## config.mk

```make
export PLATFORM = sky130hd
export DESIGN_NAME = prefix_adder_pipe
export DESIGN_NICKNAME = d
export VERILOG_FILES = /design/src/rtl/adder_pkg.sv /design/src/rtl/prefix_tree.sv /design/src/rtl/prefix_adder_pipe.sv
export SDC_FILE = /design/constraint.sdc
export NUM_CORES = 1
export LEC_CHECK = 0
export CORE_MARGIN = 3
export CORE_UTILIZATION = 53
export DETAILED_ROUTE_END_ITERATION = 6
export GPL_TIMING_DRIVEN = 0
export PLACE_DENSITY = 0.78
export SYNTH_ARGS = -nofsm -noshare
export SYNTH_HDL_FRONTEND = slang
export SYNTH_SLANG_ARGS = --single-unit
```

## constraint.sdc

```tcl
create_clock -name clk -period 1.75 [get_ports clk]
set_clock_uncertainty 0.05 [all_clocks]
set_input_delay 0.175 -clock clk [delete_from_list [all_inputs] [get_ports clk]]
set_output_delay 0.175 -clock clk [all_outputs]
set_load 0.02 [all_outputs]
```

## src/rtl/adder_pkg.sv

```systemverilog
// Shared types and helpers for the pipelined prefix adder.
package adder_pkg;

   // Operation select: bit 0 chooses ~y, bit 1 chooses cin as the injected carry.
   typedef enum logic [1:0] {
      ADD  = 2'b00,
      SUB  = 2'b01,
      ADDC = 2'b10,
      SUBB = 2'b11
   } adder_op_t;

   // Ceiling log2, used to size the prefix tree depth.
   function automatic int clog2(input int value);
      int r;
      r = 0;
      while ((1 << r) < value) begin
         r = r + 1;
      end
      return r;
   endfunction

endpackage

```

## src/rtl/prefix_tree.sv

```systemverilog
// Purely combinational Sklansky parallel-prefix carry tree.
// G[i] is the group generate over bits i..0 of the (g, p) inputs.
module prefix_tree
   import adder_pkg::*;
#(
   parameter int N = 7
) (
   input  logic [N-1:0] g,
   input  logic [N-1:0] p,
   output logic [N-1:0] G
);

   localparam int LEVELS = clog2(N);

   logic [N-1:0] gl [0:LEVELS];
   logic [N-1:0] pl [0:LEVELS];

   // At level l every bit whose index has bit l set merges with the top bit of the lower half-block.
   always_comb begin
      for (int l = 0; l <= LEVELS; l++) begin
         gl[l] = '0;
         pl[l] = '0;
      end
      gl[0] = g;
      pl[0] = p;
      for (int l = 0; l < LEVELS; l++) begin
         for (int i = 0; i < N; i++) begin
            if (((i >> l) & 1) == 1) begin
               gl[l+1][i] = gl[l][i] | (pl[l][i] & gl[l][((i >> l) << l) - 1]);
               pl[l+1][i] = pl[l][i] & pl[l][((i >> l) << l) - 1];
            end else begin
               gl[l+1][i] = gl[l][i];
               pl[l+1][i] = pl[l][i];
            end
         end
      end
   end

   assign G = gl[LEVELS];

endmodule

```

## src/rtl/prefix_adder_pipe.sv

```systemverilog
// Three-stage pipelined Sklansky adder/subtractor with valid/ready flow control.
// S0 holds bitwise g/p/h and the injected carry, S1 holds the prefix carries,
// S2 holds the registered sum, carry-out and signed overflow.
module prefix_adder_pipe
   import adder_pkg::*;
#(
   parameter int WIDTH = 6
) (
   input  logic             clk,
   input  logic             rst,
   input  logic             in_valid,
   output logic             in_ready,
   input  logic [WIDTH-1:0] x,
   input  logic [WIDTH-1:0] y,
   input  logic             cin,
   input  logic [1:0]       op,
   output logic             out_valid,
   input  logic             out_ready,
   output logic [WIDTH:0]   s,
   output logic             ovf
);

   logic [WIDTH-1:0] b_in;
   logic             c0_in;

   logic             v0, v1, v2;
   logic             load0, load1, load2;

   logic [WIDTH-1:0] g0, p0, h0;
   logic             c0_r;
   logic [WIDTH-1:0] h1;
   logic [WIDTH:0]   carry1;
   logic [WIDTH:0]   carry_tree;

   // Decode the operation into the second operand and the carry injected below bit 0.
   always_comb begin
      b_in  = y;
      c0_in = 1'b0;
      case (adder_op_t'(op))
         ADD:  begin b_in = y;  c0_in = 1'b0; end
         SUB:  begin b_in = ~y; c0_in = 1'b1; end
         ADDC: begin b_in = y;  c0_in = cin;  end
         SUBB: begin b_in = ~y; c0_in = cin;  end
         default: begin b_in = y; c0_in = 1'b0; end
      endcase
   end

   // A stage loads when empty or when its successor moves on in the same cycle.
   assign load2     = !v2 || out_ready;
   assign load1     = !v1 || load2;
   assign load0     = !v0 || load1;
   assign in_ready  = load0;
   assign out_valid = v2;

   // The injected carry sits at position -1 as a pure generate with no propagate.
   prefix_tree #(
      .N(WIDTH + 1)
   ) u_tree (
      .g({g0, c0_r}),
      .p({p0, 1'b0}),
      .G(carry_tree)
   );

   // Valid bits advance on load and hold while stalled.
   always_ff @(posedge clk) begin
      if (rst) begin
         v0 <= 1'b0;
         v1 <= 1'b0;
         v2 <= 1'b0;
      end else begin
         if (load0) v0 <= in_valid;
         if (load1) v1 <= v0;
         if (load2) v2 <= v1;
      end
   end

   // S0 captures the bitwise generate/propagate/half-sum only on an accepted beat.
   always_ff @(posedge clk) begin
      if (rst) begin
         g0   <= '0;
         p0   <= '0;
         h0   <= '0;
         c0_r <= 1'b0;
      end else if (in_valid && load0) begin
         g0   <= x & b_in;
         p0   <= x | b_in;
         h0   <= x ^ b_in;
         c0_r <= c0_in;
      end
   end

   // S1 captures the carry into every bit (carry1[i] = G[i-1:-1]) plus the half-sums.
   always_ff @(posedge clk) begin
      if (rst) begin
         h1     <= '0;
         carry1 <= '0;
      end else if (v0 && load1) begin
         h1     <= h0;
         carry1 <= carry_tree;
      end
   end

   // S2 forms the sum and overflow; it holds steady while the output is stalled.
   always_ff @(posedge clk) begin
      if (rst) begin
         s   <= '0;
         ovf <= 1'b0;
      end else if (v1 && load2) begin
         s   <= {carry1[WIDTH], h1 ^ carry1[WIDTH-1:0]};
         ovf <= carry1[WIDTH] ^ carry1[WIDTH-1];
      end
   end

endmodule

```

# Word level (Yosys, flattened, before mapping)
# Index checks and enable logic that the tools add are counted.
# W data, S select, Z words.
# word_totals
ff_bits,43
output_inout_bits,10
wordCells,56
# op_classes
eq_ne,3
muxes,2
bitwise,27
reduce_logical,13
# op_table
cell,n
$and A1 B1 Y1,12
$pmux W6 S2,1
$xor A6 B6 Y6,2
$or A1 B1 Y1,9
$and A6 B6 Y6,1
$not A6 Y6,1
$or A6 B6 Y6,1
$reduce_or A2 Y1,3
$eq A2 B2 Y1 const B,2
$logic_and A1 B1 Y1,3
$logic_not A1 Y1,3
$logic_or A1 B1 Y1,3
$pmux W1 S3,1
$eq A2 B1 Y1 const B,1
$logic_not A2 Y1,1
$xor A1 B1 Y1,1

# Longest topological paths before layout
# Gate-level depths: netlist of run 1.
# depth
depth_word,6
ltp_mapped,6
mapped_depth_nobuf,5

# Hierarchy
# A second synthesis of run 1 with hierarchy kept.
# unflattened
hier_cells,222
hier_area_um2,2159.6
# modules_own_cells
mod,instances,cells_per_inst,area_per_inst_um2
prefix_adder_pipe,1,211,2079.5
prefix_tree,1,11,80.1

# Worst setup path after synthesis of run 1
# Ideal clock, no wire load.
# synth_timing
path_type,register -> register
from,"register v2, in the netlist out_valid"
to,register p0[5]
setup_ns,0.134
t_arrival_ns,1.293
t_required_ns,1.566
setup_slack_ns,0.273
path_stages_with_launch,7
path_buffers,2
period_less_slack_ns,1.477
path_cell_list,dfxtp_1 > nand4b_4 > and2_4 > buf_6 > buf_12 > nor2_1 > a211oi_2
# synth_between
elab_chain_cells,5
# synth_lines
element,line,text
start: declaration,prefix_adder_pipe.sv:26,"logic v0, v1, v2;"
start signal: assignment,prefix_adder_pipe.sv:73,if (load2) v2 <= v1;
$logic_not A1 Y1,prefix_adder_pipe.sv:49,assign load2 = !v2 || out_ready;
$logic_or A1 B1 Y1,prefix_adder_pipe.sv:49,
$logic_or A1 B1 Y1,prefix_adder_pipe.sv:50,assign load1 = !v1 || load2;
$logic_or A1 B1 Y1,prefix_adder_pipe.sv:51,assign load0 = !v0 || load1;
via in_ready,prefix_adder_pipe.sv:12,"output logic in_ready,"
$logic_and A1 B1 Y1,prefix_adder_pipe.sv:84,end else if (in_valid && load0) begin
end signal: assignment,prefix_adder_pipe.sv:86,p0 <= x | b_in;
end: declaration,prefix_adder_pipe.sv:29,"logic [WIDTH-1:0] g0, p0, h0;"
# The timed path passes the listed nets, and every way through them passes these cells.
# A chain may end at the register's enable or synchronous reset.

# Final worst setup path of run 1
# layout_timing
from,input out_ready
to,output in_ready
# layout_between
elab_chain_cells,3
# layout_lines
element,line,text
start: declaration,prefix_adder_pipe.sv:18,"input logic out_ready,"
$logic_or A1 B1 Y1,prefix_adder_pipe.sv:49,
$logic_or A1 B1 Y1,prefix_adder_pipe.sv:50,
$logic_or A1 B1 Y1,prefix_adder_pipe.sv:51,
end: declaration,prefix_adder_pipe.sv:12,
# Every way passes these cells.

==> out/qor.yml, run 1 <==
fin_crit_ns: 1.684
place_area_um2: 2277
antenna_cells: 0
synth_warnings: 0
wire_per_inst_um: 12.51
grt_pass1_vias: 1491
cts.htree.levels: 2
std_cell_rows: 21
hpwl_mm: 2.953
clkTransAtPathRegs_ns: 0.08
numCtsBuffers: 5
core_um2: 3442
cpMaxStageDelayCell: "clkdlybuf4s50_1"
synth-edff-count: 0
track_usage_pct: 20.40
yosys-top-cells-count: "nand2_1, dfxtp_1, nor2_1, a21oi_1, inv_1"
vias_per_cell: 5.023
clockBufferDepth: 2
synth_area_leader_cell: "dfxtp_1"
synthCells: 224
ios: 29
syn_area_um2: 1959
hp-class: "in -> reg"
multi_input_area_um2: 950.9
maxCapViolCount: 0
cp-end-kind: "primary output"
whs_ns: 0.1989
ys_types: 27
syn_to_final_growth_pct: 22.29
synth_area_leaders: "dfxtp_1, nand2_1, ha_1"
slew_headroom_pct: 55.28
finalCritPeriodShare_pct: 96.23
ir_drop_mv: 0.4242
cp_max_fo: 4
grt_pass1_wl_mm: 6.748
p_leak_nw: 0.9616
yosysMostFrequentCell: "nand2_1"
clk_latency_ns: 0.30
path_buf_inv: 2
tns_ns: 0
async_flop_share_pct: 0
clockRootBuffer: "clkbuf_8"
final_area_um2: 2396
path_cells: "clkdlybuf4s50_1 -> nand4b_4 -> clkdlybuf4s50_1"
place_ws_ns: -0.01741
path_class: "in -> out"
yosysTopAreaCellShare_pct: 43.93
synth_area_per_cell_um2: 8.747
synth-seq-cells: 43
path_delay_family: "buffers and inverters"
die_area_um2: 4462
grt_overflow: 0
firstDrtPassIters: 4
slowest_delay_ns: 0.61
crit_required_ns: 1.52
arrival_ns: 1.46
grt_max_degree: 14
cts_tree: "built"
die_w_um: 66.80
die_y_um: 66.80
wl_mm: 3.803
cts_hold_buf: 0
hold_viol_final: 0
nFillCells: 294
drive_gt1_share_pct: 10.85
worst_path_most_repeated_cell: "clkdlybuf4s50_1"
drv_slew: 0
port_buffers: 26
status: "complete, no violations"
cts.sinks: 43
initial_utilization_pct: 56.92
cp-start-kind: "input pin"
max_freq_ghz: 0.5938
nNetsFinal: 288
syn-num-nets: 255
ant_nets: 0
rsz0062_at_grt: "false"
setup_ws_ns: 0.06604
worstMarginPinSlew_ns: 0.6709
drt-initial-drc-count: 75
layout.area.seq_um2: 862.1
vias: 1527
p_per_area_nw_per_um2: 907.5
synth_ff_type: "dfxtp_1"
drc: 0
place.gp.congestion: 0.8237
antenna_found_initial: 0
setup_violations: 0
seq_area_frac_synth_pct: 43.93
## layer usage
metal / GRT usage [%] / up-vias / routed length, µm
li1: - / 807 / -
met1: 24.74 / 682 / 1769
met2: 34.53 / 29 / 1818
met3: 4.047 / 9 / 138
met4: 9.137 / 0 / 76
met5: 0 / - / 0
## flip-flops by register name, indices dropped and copies added (netlist names)
register   flops
h1             6
out_valid      1
g0             6
ovf            1
carry1         7
v0             1
h0             6
p0             6
v1             1
s              7
c0_r           1
## cell usage in the layout (no fill, tap or decap), types with 2 or more instances in the layout
master	instances
mux2i_1	2
nor2_1	25
ha_1	12
clkdlybuf4s50_1	26
nor3_1	6
dfxtp_1	42
a21oi_1	23
buf_6	2
inv_1	14
a211oi_1	11
nand2_1	44
clkbuf_8	6
a211oi_2	7
xnor2_1	12
buf_4	2
buf_2	3
clkbuf_1	6
## cell families after synthesis
family          share of synthesized area (%)
compound gates                          15.71
xor+xnor                                5.811
fa+ha+maj                               7.663
buf+inv                                 7.535
flops                                   43.93
mux                                     1.022
simple gates                            18.33
## through the flow
step	instances	utilization (%)	power [mW]
floorplan	224	-	1.292
global placement	296	66.16	1.394
detailed placement	296	66.16	1.405
CTS	304	69.57	2.181
global route	304	69.61	2.287
finish	304	69.61	2.174
## cell type report
class                   instances  area share [%]
well taps                      46           2.402
inverters                      14           2.193
plain buffers                  14           3.969
clock buffers                   6           3.446
multi-input cells             153           39.69
clock inverters                 2           1.462
flip-flops and latches         43           35.98
repair buffers                 26           10.86
## final timing paths
check	from	to	slack (ns)	cells after the start
setup / recovery	out_ready	in_ready	0.07	3
hold / removal	rst	carry1[3]	0.20	2
setup reg to reg	c0_r	carry1[4]	0.18	4
hold reg to reg	h0[3]	h1[3]	0.41	2
## report_power, final
part,total [mW],switching [mW],internal [mW]
logic,0.304,0.156,0.148
clock network,0.795,0.333,0.462
registers,1.08,0.0416,1.03
total,2.17,0.530,1.64
## timing repair
| action | CTS | global route |
|---|---|---|
| buffers inserted | 0 | 0 |
| endpoints found under the setup margin | 0 | 1 |
| gates resized for setup | 0 | 1 |
No activity file was read; power rests on OpenSTA's default activity.
==> inputs of run 2 (changes only) <==
CORE_UTILIZATION = 57   (was 53)
GPL_TIMING_DRIVEN = 1   (was 0)
PLACE_DENSITY = 0.83   (was 0.78)
clock period = 2 ns   (was 1.75 ns; I/O delays follow)
==> run 2 against run 1 <==
Net effect:
- via count decreased by 0.65%
- sequential share of layout area increased by 1.7 points
- hold slack gained 0.18 ns
- critical path depth shrank 1
- core utilization rose by 2.8 points
- non-clock buffer count fell by 8
- wire length shrank 13%
- sequential power shrank 13%
- global-route usage down 2.5 points
- register-to-register slack gained 0.16 ns
- highest routed layer unchanged
==> out/qor.yml, run 2 (synthesis results as in run 1) <==
top_regs: "carry1 x7, s x7"
path_buf_inv: 1  # -1
finalCritPeriodShare_pct: 88.33
path_delay_family: "buffers and inverters"
cts_tree: "built"
die_area_um2: 4177  # -6.4%
arrival_ns: 1.52  # +0.06 ns
fin_crit_ns: 1.767
die_y_um: 64.63  # -3.2%
numCtsBuffers: 5  # unchanged
p_leak_nw: 0.9048  # -5.9%
hold_viol_final: 0  # unchanged
grt_overflow: 0  # unchanged
clockRootBuffer: "clkbuf_4"
std_cell_rows: 20  # -4.8%
drc: 0  # unchanged
firstDrtPassIters: 4  # unchanged
clkTransAtPathRegs_ns: 0.12  # +0.04 ns
die_w_um: 64.63  # -3.2%
tns_ns: 0  # unchanged
vias: 1517  # -0.65%
clk_latency_ns: 0.35  # +0.05 ns
track_usage_pct: 17.94  # -2.5 points
cp_max_fo: 5  # +1
grt_pass1_wl_mm: 5.947  # -12%
wire_per_inst_um: 11.23  # -10%
port_buffers: 28  # +7.7%
final_cell_mix: "nand2_1, dfxtp_1, clkdlybuf4s50_1"
nNetsFinal: 280  # -2.8%
syn_to_final_growth_pct: 16.54
cts_hold_buf: 0  # unchanged
hpwl_mm: 2.415  # -18%
path_cells: "nand4b_4 -> clkdlybuf4s50_1"
setup_violations: 0  # unchanged
clockBufferDepth: 2  # unchanged
vias_per_cell: 5.160  # +2.7%
ios: 29  # unchanged
maxCapViolCount: 0  # unchanged
nFillCells: 281  # -4.4%
cts.repair.resized: 0  # unchanged
path_class: "reg -> out"
slowest_delay_ns: 0.56  # -0.05 ns
initial_utilization_pct: 62.14  # +5.2 points
status: "complete, no violations"
grt_max_degree: 44  # +30
ir_drop_mv: 0.5443  # +28%
hp-class: "in -> reg"
postCtsSetupBuffers: 0  # unchanged
place.gp.congestion: 0.7451  # -9.5%
core_um2: 3153  # -8.4%
power.total_mw: 1.600  # -26%
ant_nets: 0  # unchanged
whs_ns: 0.3745  # +0.1757 ns
grt_pass1_vias: 1448  # -2.9%
rsz0062_at_grt: "false"
antenna_cells: 0  # unchanged
cts.sinks: 43  # unchanged
cts.htree.levels: 2  # unchanged
cp-end-kind: "primary output"
drv_slew: 0  # unchanged
slew_headroom_pct: 62.03  # +6.8 points
dp.cells: 286  # -3.4%
cp-start-kind: "flop"
fin_cells: 294  # -3.3%
wl_mm: 3.302  # -13%
drive_gt1_share_pct: 8.800  # -2.1 points
max_freq_ghz: 0.5661
r2r_setup_slack_ns: 0.34  # +0.16 ns
antenna_found_initial: 0  # unchanged
p_per_area_nw_per_um2: 700.8  # -23%
layout_commonest_cell: "nand2_1"
drt-initial-drc-count: 72  # -4.0%
worstMarginPinSlew_ns: 0.5553  # -0.1156 ns
cpMaxStageDelayCell: "clkdlybuf4s50_1"
crit_required_ns: 1.75  # +0.23 ns
==> run 2: cell types whose count changed in the layout (fill, tap and decap cells not counted), moves of 2 or more <==
cell | before | now
buf_2 | 3 | 0
buf_4 | 2 | 4
buf_6 | 2 | 0
clkbuf_1 | 6 | 1
clkbuf_4 | 0 | 5
clkbuf_8 | 6 | 0
clkdlybuf4s50_1 | 26 | 28
==> run 2: per-layer routing <==
metal  vias to the layer above  track usage, %  part of all wire [%]
met1                       699           21.39                    48
met4                         0           7.124                   1.8
met3                         6           4.159                   3.9
met2                        26           31.06                    47
li1                        786               -                     -
met5                         -               0                     0
==> run 2: per-stage QoR <==
stage,cell area (µm²),setup WS (ns),utilization [%]
finish,2283,0.2335,72.42
floorplan,1959,0.5229,-
global route,2283,0.1258,72.42
detailed placement,2230,0.2148,70.71
CTS,2283,0.2185,72.42
global placement,2230,0.2427,70.71
==> run 2: report_power, final <==
group	internal, mW	switching [mW]
Combinational	0.123	0.129
Sequential	0.906	0.0341
Clock	0.136	0.273
Total	1.16	0.436
==> run 2: layout make-up <==
type	count	area [µm²]	share of cell area, %
multi-input combinational	153	950.9	41.64
sequential	43	860.8	37.70
timing repair buffer	32	310.3	13.59
tap	44	55.05	2.411
inverter	14	52.55	2.301
clock buffer	6	41.29	1.808
clock inverter	2	12.51	0.5479
==> run 2: worst reg2reg max path: stages, from the launching register on <==
cell,delay (ns)
dfxtp_1,0.36
a211oi_1,0.45
nor3_1,0.12
a2111oi_0,0.47
nor3_1,0.10
==> run 2: worst paths after layout <==
path,start,end,cells past startpoint
setup / recovery,v1,in_ready,2
hold / removal,in_valid,v0,3
setup reg to reg,c0_r,carry1[4],4
hold reg to reg,h0[3],h1[3],2
==> inputs of run 3 (changes only) <==
GPL_TIMING_DRIVEN = 0   (was 1)
==> run 3 against run 2 <==
Net effect:
- die area stayed put
- combinational power up 6%
- worst setup slack got worse by 0.027 ns
- cell count up 2.7%
- sequential power about the same
- core utilization rose by 1.9 points
- flip-flop and latch count did not move
- highest routed layer unchanged
==> out/qor.yml, run 3 (synthesis results as in run 1) <==
crit_required_ns: 1.75  # about the same
nNetsFinal: 288  # +2.9%
antenna_found_initial: 0  # unchanged
grt_overflow: 0  # unchanged
clk_latency_ns: 0.36  # about the same
final_util_pct: 74.33  # +1.9 points
place.gp.congestion: 0.8780  # +18%
port_buffers: 26  # -7.1%
cp_max_fo: 5  # unchanged
layout_commonest_cell: "nand2_1"
path_class: "reg -> out"
setup_violations: 0  # unchanged
rsz0062_at_grt: "false"
cpMaxStageDelayCell: "clkdlybuf4s50_1"
cts_hold_buf: 0  # unchanged
max_freq_ghz: 0.5576  # -1.5%
ir_drop_mv: 0.5445  # about the same
slowest_delay_ns: 0.57  # about the same
final_cell_mix: "nand2_1, dfxtp_1, clkdlybuf4s50_1"
crit_cells: 2  # unchanged
cts.htree.levels: 2  # unchanged
cp-start-kind: "flop"
clockRootBuffer: "clkbuf_4"
path_cells: "nand4b_4 -> clkdlybuf4s50_1"
startpoint: "v1"
numCtsBuffers: 5  # unchanged
die_y_um: 64.63  # unchanged
vias_per_cell: 5.291  # +2.5%
wl_mm: 3.741  # +13%
hpwl_mm: 2.859  # +18%
die_area_um2: 4177  # unchanged
vias: 1598  # +5.3%
finalCritPeriodShare_pct: 89.67  # +1.3 points
hp-class: "in -> reg"
fin_crit_ns: 1.793  # +0.02697 ns
worstMarginPinSlew_ns: 0.6694  # +0.1142 ns
p_per_area_nw_per_um2: 718.3  # +2.5%
drc: 0  # unchanged
track_usage_pct: 21.09  # +3.1 points
top_regs: "carry1 x7, s x7"
grt_pass1_vias: 1605  # +11%
rr_endpoint: "carry1[4]"
std_cell_rows: 20  # unchanged
cts.repair.resized: 0  # unchanged
arrival_ns: 1.54  # +0.02 ns
tns_ns: 0  # unchanged
firstDrtPassIters: 4  # unchanged
maxCapViolCount: 0  # unchanged
cp-endpoint: "in_ready"
clkTransAtPathRegs_ns: 0.12  # about the same
initial_utilization_pct: 62.14  # unchanged
timing.rr.start: "c0_r"
drive_gt1_share_pct: 10.08  # +1.3 points
drt-initial-drc-count: 67  # -6.9%
syn_to_final_growth_pct: 19.60
path_buf_inv: 1  # unchanged
hold_viol_final: 0  # unchanged
grt_pass1_wl_mm: 6.879  # +16%
r2r_setup_slack_ns: 0.42  # +0.08 ns
postCtsSetupBuffers: 0  # unchanged
cts_tree: "built"
p_leak_nw: 0.9386  # +3.7%
nFillCells: 265  # -5.7%
path_delay_family: "buffers and inverters"
wire_per_inst_um: 12.39  # +10%
grt_max_degree: 13  # -70%
cts.sinks: 43  # unchanged
slew_headroom_pct: 55.37  # -6.7 points
clockBufferDepth: 2  # unchanged
ios: 29  # unchanged
status: "complete, no violations"
antenna_cells: 0  # unchanged
drv_slew: 0  # unchanged
rr_worst_depth: 4  # unchanged
core_um2: 3153  # unchanged
die_w_um: 64.63  # unchanged
ant_nets: 0  # unchanged
cp-end-kind: "primary output"
[run 3: cell types whose count changed in the layout (fill, tap and decap cells not counted)]
cell,delta
clkbuf_1,+6
buf_12,+1
clkinvlp_4,-1
buf_2,+3
buf_4,-2
clkbuf_8,+2
buf_6,+2
clkdlybuf4s50_1,-2
clkinv_2,-1
[run 3: per-stage QoR]
stage | power [mW] | setup slack, ns | area (µm²) | hold slack [ns] | std cells
floorplan | 1.130 | 0.5229 | 1959 | 0.2795 | 224
global placement | 1.221 | 0.2885 | 2275 | 0.3928 | 294
detailed placement | 1.228 | 0.2232 | 2275 | 0.3955 | 294
CTS | 1.693 | 0.1963 | 2344 | 0.1351 | 302
global route | 1.770 | 0.1387 | 2344 | 0.2001 | 302
finish | 1.683 | 0.2065 | 2344 | 0.1412 | 302
[run 3: layout make-up]
class | count | area [µm²] | area share (%)
inverters | 14 | 52.55 | 2.242
repair buffers | 26 | 260.3 | 11.11
flip-flops and latches | 43 | 860.8 | 36.73
well taps | 44 | 55.05 | 2.349
multi-input cells | 153 | 950.9 | 40.58
clock buffers | 8 | 68.82 | 2.936
plain buffers | 14 | 95.09 | 4.058
[run 3: worst min path at each step]
stage	start	endpoint	slack, ns	depth (start not counted)
floorplan	in_valid	v0	0.28	2
global placement	h0[4]	h1[4]	0.39	2
detailed placement	h0[1]	h1[1]	0.40	2
CTS	rst	carry1[4]	0.14	2
global route	rst	carry1[4]	0.20	2
finish	rst	carry1[4]	0.14	2
[run 3: power breakdown]
group          total (mW)  switching (mW)  internal, mW
clock               0.477           0.270         0.207
combinational       0.266           0.137         0.129
sequential          0.940          0.0347         0.906
total                1.68           0.442          1.24
[run 3: routing by layer]
metal | vias up | wire length [µm] | GRT usage [%]
met3 | 8 | 213 | 4.506
met5 | - | 0 | 0
met2 | 41 | 1748 | 35.70
met4 | 0 | 64 | 8.707
li1 | 801 | - | -
met1 | 748 | 1715 | 25.93
